$ cat src/rtl/spike_encoder.sv
// Spike encoder: threshold-crossing detector with step timestamps, event FIFO,
// saturating spike counter and last inter-spike interval. Optional refractory window under SPIKE_ENC_REFRACTORY_EN.
module spike_encoder #(
  parameter int unsigned W         = 21,
  parameter int unsigned TS_W      = 16,
  parameter int unsigned DEPTH     = 4,
  parameter int unsigned CNT_W     = 12,
  parameter int unsigned REF_STEPS = 3
) (
  input  logic                  clk,
  input  logic                  set,
  input  logic signed [W-1:0]   v_in,
  input  logic                  v_valid,
  input  logic signed [W-1:0]   th,
  output logic                  ev_valid,
  input  logic                  ev_ready,
  output logic [TS_W-1:0]       ev_ts,
  output logic                  spike,
  output logic [CNT_W-1:0]      spike_cnt,
  output logic [TS_W-1:0]       last_isi,
  output logic                  ovf
);

  localparam int unsigned AW = $clog2(DEPTH);
  localparam int unsigned PW = AW + 1;

  logic [TS_W-1:0] ts;
  logic [TS_W-1:0] ts_last;
  logic            prev_above;
  logic [PW-1:0]   wr_ptr;
  logic [PW-1:0]   rd_ptr;
  logic [TS_W-1:0] mem [DEPTH];

  logic above_c;
  logic ref_ok_c;
  logic spike_det_c;
  logic empty_c;
  logic full_c;
  logic pop_c;
  logic wr_en_c;

  assign above_c     = (v_in >= th);
  assign spike_det_c = v_valid & above_c & ~prev_above & ref_ok_c;

`ifdef SPIKE_ENC_REFRACTORY_EN
  localparam int unsigned RC_W = (REF_STEPS < 1) ? 1 : $clog2(REF_STEPS + 1);

  logic [RC_W-1:0] ref_cnt;

  assign ref_ok_c = (ref_cnt == '0);

  // Refractory window: loaded on a spike, counts down one per sample
  always_ff @(posedge clk) begin
    if (set) begin
      ref_cnt <= '0;
    end else if (v_valid) begin
      if (spike_det_c)
        ref_cnt <= RC_W'(REF_STEPS);
      else if (ref_cnt != '0)
        ref_cnt <= ref_cnt - RC_W'(1);
    end
  end
`else
  logic unused_ref_steps;

  assign ref_ok_c         = 1'b1;
  assign unused_ref_steps = (REF_STEPS != 0);
`endif

  // Pointers carry one extra wrap bit so full and empty are distinguishable
  assign empty_c  = (wr_ptr == rd_ptr);
  assign full_c   = (wr_ptr[AW] != rd_ptr[AW]) && (wr_ptr[AW-1:0] == rd_ptr[AW-1:0]);
  assign pop_c    = ~empty_c & ev_ready;
  assign wr_en_c  = spike_det_c & (~full_c | pop_c);

  assign ev_valid = ~empty_c;
  assign ev_ts    = mem[rd_ptr[AW-1:0]];

  // Step counter and crossing detection state
  always_ff @(posedge clk) begin
    if (set) begin
      ts         <= '0;
      prev_above <= 1'b0;
    end else if (v_valid) begin
      ts         <= ts + TS_W'(1);
      prev_above <= above_c;
    end
  end

  // Per-spike statistics and one-cycle spike pulse
  always_ff @(posedge clk) begin
    if (set) begin
      spike     <= 1'b0;
      spike_cnt <= '0;
      last_isi  <= '0;
      ts_last   <= '0;
      ovf       <= 1'b0;
    end else begin
      spike <= spike_det_c;
      if (spike_det_c) begin
        if (spike_cnt != '1)
          spike_cnt <= spike_cnt + CNT_W'(1);
        last_isi <= ts - ts_last;
        ts_last  <= ts;
        if (full_c && !pop_c)
          ovf <= 1'b1;
      end
    end
  end

  // Event FIFO storage and pointers
  always_ff @(posedge clk) begin
    if (set) begin
      wr_ptr <= '0;
      rd_ptr <= '0;
      for (int unsigned i = 0; i < DEPTH; i++)
        mem[i] <= '0;
    end else begin
      if (wr_en_c) begin
        mem[wr_ptr[AW-1:0]] <= ts;
        wr_ptr              <= wr_ptr + PW'(1);
      end
      if (pop_c)
        rd_ptr <= rd_ptr + PW'(1);
    end
  end

endmodule

$ cat config.mk
export PLATFORM = sky130hd
export DESIGN_NAME = spike_encoder
export DESIGN_NICKNAME = d
export VERILOG_FILES = /design/src/rtl/spike_encoder.sv
export SDC_FILE = /design/constraint.sdc
export NUM_CORES = 1
export LEC_CHECK = 0
export CELL_PAD_IN_SITES_DETAIL_PLACEMENT = 1
export CELL_PAD_IN_SITES_GLOBAL_PLACEMENT = 1
export CORE_MARGIN = 3
export CORE_UTILIZATION = 41
export CTS_BUF_LIST = sky130_fd_sc_hd__clkbuf_8 sky130_fd_sc_hd__clkbuf_16
export CTS_CLUSTER_SIZE = 28
export DETAILED_ROUTE_END_ITERATION = 7
export DONT_BUFFER_PORTS = 1
export MAX_ROUTING_LAYER = met4
export PLACE_DENSITY = 0.7
export SLEW_MARGIN = 20
export SYNTH_ARGS = -nofsm -noshare
export SYNTH_HDL_FRONTEND = slang
export SYNTH_SLANG_ARGS = --single-unit
$ cat constraint.sdc
create_clock -name clk -period 3.3 [get_ports clk]
set_input_delay 0.495 -clock clk [delete_from_list [all_inputs] [get_ports clk]]
set_output_delay 0.495 -clock clk [all_outputs]
set_load 0.02 [all_outputs]
==> results of run 1 <==
==> stage by stage <==
| stage | setup slack [ns] | instances |
|---|---|---|
| global placement | 0.304 | 875 |
| global route | 0.391 | 907 |
| CTS | 0.604 | 907 |
| floorplan | 0.244 | 672 |
| detailed placement | 0.206 | 875 |
| finish | 0.626 | 907 |
==> power breakdown <==
part | switching (mW) | internal [mW] | leakage, nW
Sequential | 0.0606 | 1.82 | 1.23
Combinational | 0.320 | 0.210 | 1.38
Clock | 0.694 | 1.11 | 0.282
Total | 1.07 | 3.14 | 2.90
==> placed cells by master (no fill, tap or decap), drive strengths merged, types with 4 or more instances in the layout <==
cell / n
a21o: 4
xor2: 14
nor2: 40
clkinvlp: 4
nor4: 7
edfxtp: 64
and3: 10
mux4: 16
and2: 67
nor3: 8
a211oi: 5
nand2b: 6
dfxtp: 71
nand3: 14
a21oi: 59
ha: 40
or2: 5
nand2: 82
or3: 9
o21ai: 17
clkbuf: 18
nand4: 6
inv: 46
xnor2: 19
o21a: 4
buf: 16
==> kinds of logic after synthesis <==
kind of cell / after synthesis / share of synthesized area (%)
AND/OR/NAND/NOR: 268 / 20.6
flip-flops: 135 / 48.7
AO/OA/AOI/OAI: 106 / 9.13
buffers and inverters: 70 / 4.15
adder cells (fa/ha/maj): 41 / 7.58
XOR/XNOR: 33 / 4.21
multiplexers: 19 / 5.69
==> sequential cells by signal (all words and copies together) (netlist names), 3 cells and up, named ones only <==
signal	flops
last_isi	16
spike_cnt	12
ts	16
wr_ptr	3
mem	64
rd_ptr	3
ts_last	16
==> critical path: stages, from the launching register on <==
cell and delay [ns]:
dfxtp_1 0.33, inv_1 0.05, ha_1 0.23, fa_1 0.39
nand2b_1 0.20, a21oi_1 0.20, o211ai_1 0.17, a31oi_1 0.34
nand3_1 0.16, and3_1 0.19, o21ai_0 0.18, a21oi_1 0.09
==> synth_stat cells, types with 6 or more instances <==
library cell	count	area share, %
clkbuf_1	17	0.93
nand2_1	82	4.5
or3_1	9	0.82
nand4_1	6	0.55
a21oi_1	59	4.3
and3_1	10	0.91
xnor2_1	19	2.4
nand3_1	13	0.95
nor3_1	7	0.51
nor2_1	39	2.1
xor2_1	14	1.8
nand2b_1	6	0.55
dfxtp_1	71	21
edfxtp_1	64	28
mux4_2	16	5.2
buf_2	9	0.66
and2_1	67	6.1
inv_1	40	2.2
ha_1	40	7.3
o21ai_0	17	1.2
==> final cells by class <==
type                    instances  area share [%]
clock buffers                  18            5.70
clock inverters                14            1.59
inverters                      41            2.00
multi-input cells             467            42.1
flip-flops and latches        135            43.4
well taps                     216            3.51
repair buffers                 16            1.72
==> layer usage <==
| metal | global-route usage [%] | routed length, um |
|---|---|---|
| met4 | 5.54 | 182 |
| met3 | 5.31 | 557 |
| met1 | 21.1 | 6680 |
| met2 | 34.0 | 8780 |
| met5 | - | 0 |
==> worst min-delay path by stage <==
stage,startpoint,end,slack (ns)
2_1_floorplan,ts_last[10]$_SDFFE_PP0P_,ts_last[10]$_SDFFE_PP0P_,0.44
3_3_place_gp,ts_last[9]$_SDFFE_PP0P_,ts_last[9]$_SDFFE_PP0P_,0.44
3_5_place_dp,ts_last[10]$_SDFFE_PP0P_,ts_last[10]$_SDFFE_PP0P_,0.44
4_1_cts,set,spike_cnt[10]$_SDFFE_PP0P_,0.12
5_1_grt,set,flop,0.13
6_report,set,ovf$_SDFFE_PP0P_,0.15
==> out/metrics.csv, run 1 <==
metric,value,unit
worst skew pair latency,0.42,ns
vias in the first global route,5281,
TritonCTS clock tree,done,
Period minus WS final,2.67,ns
DR WL/cell,17.9,um
global route overflow,0,
Worst Setup End Kind,flop,
root buf cell,clkbuf_16,
drt drc,0,
DRT Pass-1 Iters,4,
"Net Count, Synth",759,
slack of the worst reg-to-reg path,0.63,ns
die area,18300,um2
clock buffer depth,2,
antenna violation net count after detailed routing,0,
dpl cell area,7140,um2
GRT Total Usage,19.2,%
pwr dens,547,nW/um2
Core Box Area,16100,um2
vias,4807,
hold_ws,0.154,ns
clock slew at reported path FFs,0.06,ns
total chip power,4.21,mW
Hold/Removal Path Class,in -> reg,
first-pass GRT wire length,26600,um
setup TNS,0,ns
path depth of the worst reg2reg path,11,
actual slew at the worst max-slew pin,0.802,ns
hold path cells,1,
Sequential cell area,3340,um2
io pins,93,
worst vdd ir,0.370,mV
CP Max Fanout,3,
drt first-iter violations,113,
H-tree Lvls,4,
Final Cycle Share,81.0,%
outcome,"complete, no violations",
Post-CTS Setup Inserts,0,
ratio of cells with drive above 1 in the final layout,10.1,%
reg2reg end,last_isi[14]$_SDFFE_PP0P_,
Initial Utilization,42.6,%
Max Clock Freq,374,MHz
Setup crit start kind,flop,
synthesis-stage register bit count,135,
HPWL after DPL,11400,um
DIE WIDTH,135,um
MaxCap Viol Count,0,
Setup Crit Path Kind,reg -> reg,
initial antenna violation count,0,
filler cell count,1796,
"Setup violations, final",0,
ant diodes,0,
Routed WL,16200,um
Clock Sinks,135,
RSZ-0062 raised after global routing,false,
Mapped Area,6870,um2
ys async rst share,0,%
Post-Syn Instances,672,
"Area growth, synth to finish",12.1,%
post-synth cell types,57,
PortBufs,0,
Slew headroom,46.5,%
cell area after layout,7700,um2
Die Ht,135,um
CTS buffer count,17,
Crit. Startpoint,ts[0]$_SDFFE_PP0P_,
Post-synth EDFFs,64,
CP required,3.61,ns
Layout Nets,765,
CTS Hold Bufs,0,
reg2reg start,ts[0]$_SDFFE_PP0P_,
worst setup path endpoint,last_isi[14]$_SDFFE_PP0P_,
Final Wtd Congestion,0.809,
Synth Area per Inst,10.2,um2
largest net degree at the start of global routing,76,
routed vias/inst,5.30,
Final Core Density,47.8,%
yosys warns,0,
Main synth FF type,dfxtp_1,
"Hold Violations, Final",0,
"Gates resized, CTS repair",0,
LEAKAGE,2.90,nW
Crit path arrival time,2.98,ns
sequential share of the synthesized area,48.7,%
Multi-input gate area,3240,um2
clock skew,0.00677,ns
count of final max-slew check failures,0,
Rows,46,
(Power assumes the default switching activity.)
==> run 2, diff against run 1 <==
clock period = 2.6 ns   (was 3.3 ns; I/O delays follow)
==> run 2 against run 1 <==
Compared with the run above: critical path depth unchanged; worst hold slack got worse by 0.11 ns; cell count up 0.99%; sequential share of layout area decreased by 1.8 points; combinational power rose by 34%; critical path type unchanged; largest power group is now clock.
==> out/metrics.csv, run 2 (synthesized netlist as in run 1, its figures left out) <==
metric,value,unit,change
RSZ-0062 raised after global routing,false,,
GRT Total Usage,20.1,%,+0.92 points
ratio of cells with drive above 1 in the final layout,15.9,%,+5.7 points
cell area after layout,8040,um2,+4.4%
setup TNS,0,ns,unchanged
die area,18300,um2,unchanged
CP Cell Sequence,inv_1 -> ha_1 -> fa_2 -> nand2b_4 -> a21oi_2 -> o211ai_1 -> a31oi_1 -> nand3_1 -> and3_1 -> o21ai_2 -> a21oi_1,,
slack of the worst reg-to-reg path,0.15,ns,-0.47 ns
clock buffer depth,2,,unchanged
most frequent cells in the layout,"nand2_1 (82), dfxtp_1 (71), and2_1 (67)",,
"most common cell after layout, fill and taps aside",nand2_1,,
"Area growth, synth to finish",17.1,%,
"Setup violations, final",0,,unchanged
drt drc,0,,unchanged
ant diodes,0,,unchanged
max FFs per register,64,,unchanged
CP required,2.92,ns,-0.69 ns
Initial Utilization,42.6,%,unchanged
DRT Pass-1 Iters,4,,unchanged
CTS buffer count,17,,unchanged
hold path cells,1,,unchanged
count of final max-slew check failures,0,,unchanged
worst path bufs/invs,1,,unchanged
antenna violation net count after detailed routing,0,,unchanged
vias in the first global route,5318,,+0.70%
DR WL/cell,18.5,um,+3.6%
Setup Crit Path Kind,reg -> reg,,
max incr delay on CP,0.36,ns,-0.03 ns
WL met1,7590,um,+14%
CP Max Fanout,3,,unchanged
worst vdd ir,0.481,mV,+30%
Core Box Area,16100,um2,unchanged
outcome,"complete, no violations",,
HPWL after DPL,12100,um,+6.0%
root buf cell,clkbuf_16,,
H-tree Lvls,4,,unchanged
critical path depth in cells,11,,unchanged
Routed WL,16900,um,+4.6%
"Most flops, register",mem,,
routed vias/inst,5.31,,+0.15%
actual slew at the worst max-slew pin,0.775,ns,-0.0271 ns
Max Clock Freq,409,MHz,+9.4%
Setup crit start kind,flop,,
Worst Setup End Kind,flop,,
"Hold Violations, Final",0,,unchanged
Clock Sinks,135,,unchanged
dpl cell area,7390,um2,+3.5%
Layout Nets,774,,+1.2%
Hold/Removal Path Class,in -> reg,,
Slew headroom,48.3,%,+1.8 points
reg2reg end,last_isi[14]$_SDFFE_PP0P_,,
drt first-iter violations,322,,+180%
max layer used,met4,,
vias,4862,,+1.1%
Top Family by Delay on Critical Path,compound AO/OA/AOI/OAI gates,,
Period minus WS final,2.45,ns,-0.229 ns
clock slew at reported path FFs,0.06,ns,about the same
reg2reg start,ts[0]$_SDFFE_PP0P_,,
routed wl met2,8620,um,-1.8%
Final Cycle Share,94.0,%,+13 points
Die Ht,135,um,unchanged
io pins,93,,unchanged
Hold Startpoint,set,,
pwr dens,702,nW/um2,+28%
CP max stage cell,fa_2,,
clock skew,0.0116,ns,+0.00487 ns
Final Wtd Congestion,0.811,,+0.25%
largest net degree at the start of global routing,76,,unchanged
path depth of the worst reg2reg path,11,,unchanged
MaxCap Viol Count,0,,unchanged
global route overflow,0,,unchanged
PortBufs,0,,unchanged
TritonCTS clock tree,done,,
CTS Hold Bufs,0,,unchanged
Rows,46,,unchanged
DIE WIDTH,135,um,unchanged
LEAKAGE,2.98,nW,+2.7%
Hold Path End,spike_cnt[7]$_SDFFE_PP0P_,,
routed wl met3,549,um,-1.4%
filler cell count,1755,,-2.3%
worst skew pair latency,0.43,ns,about the same
Crit path arrival time,2.76,ns,-0.22 ns
first-pass GRT wire length,27900,um,+4.7%
initial antenna violation count,0,,unchanged
## run 2: cell types whose count changed in the layout (fill, tap and decap cells not counted), moves of 8 or more
cell / change
buf_4: +8
ha_1: -8
ha_4: +8
inv_1: -12
## run 2: timing repair
action                                  in CTS  in global routing
buffers inserted                             0                  1
endpoints found under the setup margin       1                  1
endpoints found under the hold margin        0                  0
gates resized for setup                      2                  3
pin swaps                                    0                  3
## run 2: power by group
part	internal, mW	total [mW]	switching, mW
combinational	0.294	0.709	0.415
clock	1.62	2.54	0.919
sequential	2.31	2.39	0.0813
total	4.22	5.64	1.42
## run 2: routing by layer
| layer | track usage, % | vias to the layer above |
|---|---|---|
| met5 | - | - |
| met4 | 5.88 | 0 |
| met3 | 4.35 | 15 |
| met2 | 33.4 | 58 |
| met1 | 24.8 | 2405 |
| li1 | - | 2384 |
## run 2: final cells by class
| type | instances | area [um2] | share of cell area, % |
|---|---|---|---|
| Multi-Input combinational cell | 467 | 3410 | 42.4 |
| Sequential cell | 135 | 3340 | 41.6 |
| Clock buffer | 18 | 439 | 5.46 |
| Tap cell | 216 | 270 | 3.36 |
| Timing Repair Buffer | 25 | 213 | 2.65 |
| Inverter | 41 | 184 | 2.29 |
| Clock inverter | 14 | 183 | 2.27 |
## run 2: how the worst max path moves through the flow
stage | startpoint | endpoint | slack (ns)
after CTS | ts[0]$_SDFFE_PP0P_ | last_isi[14]$_SDFFE_PP0P_ | 0.03
after global placement | th[18] | mem[3][13]$_DFFE_PP_ | -0.14
after global routing | ts[7]$_SDFFE_PP0P_ | last_isi[15]$_SDFFE_PP0P_ | 0.004
after floorplan | th[18] | mem[0][0]$_SDFFCE_PN0P_ | -0.06
after detailed placement | th[8] | mem[3][8]$_DFFE_PP_ | -0.22
final | ts[0]$_SDFFE_PP0P_ | last_isi[14]$_SDFFE_PP0P_ | 0.15
## run 2: through the flow
step | setup WS, ns | std cells | hold WS, ns | utilization, % | total power [mW]
finish | 0.155 | 916 | 0.0397 | 49.9 | 5.64
global route | 0.00377 | 916 | 0.0181 | 49.9 | 5.86
CTS | 0.0341 | 915 | 0.0151 | 49.7 | 5.70
detailed placement | -0.223 | 883 | 0.444 | 45.9 | 3.15
global placement | -0.142 | 883 | 0.438 | 45.9 | 3.11
floorplan | -0.0595 | 672 | 0.436 | - | 2.98
## run 2: worst register-to-register path, stage by stage, from the launching register on
cell and delay [ns]:
dfxtp_1 0.33, inv_1 0.05, ha_1 0.22, fa_2 0.36, nand2b_4 0.16, a21oi_2 0.18, o211ai_1 0.16, a31oi_1 0.28
nand3_1 0.14, and3_1 0.20, o21ai_2 0.16, a21oi_1 0.09
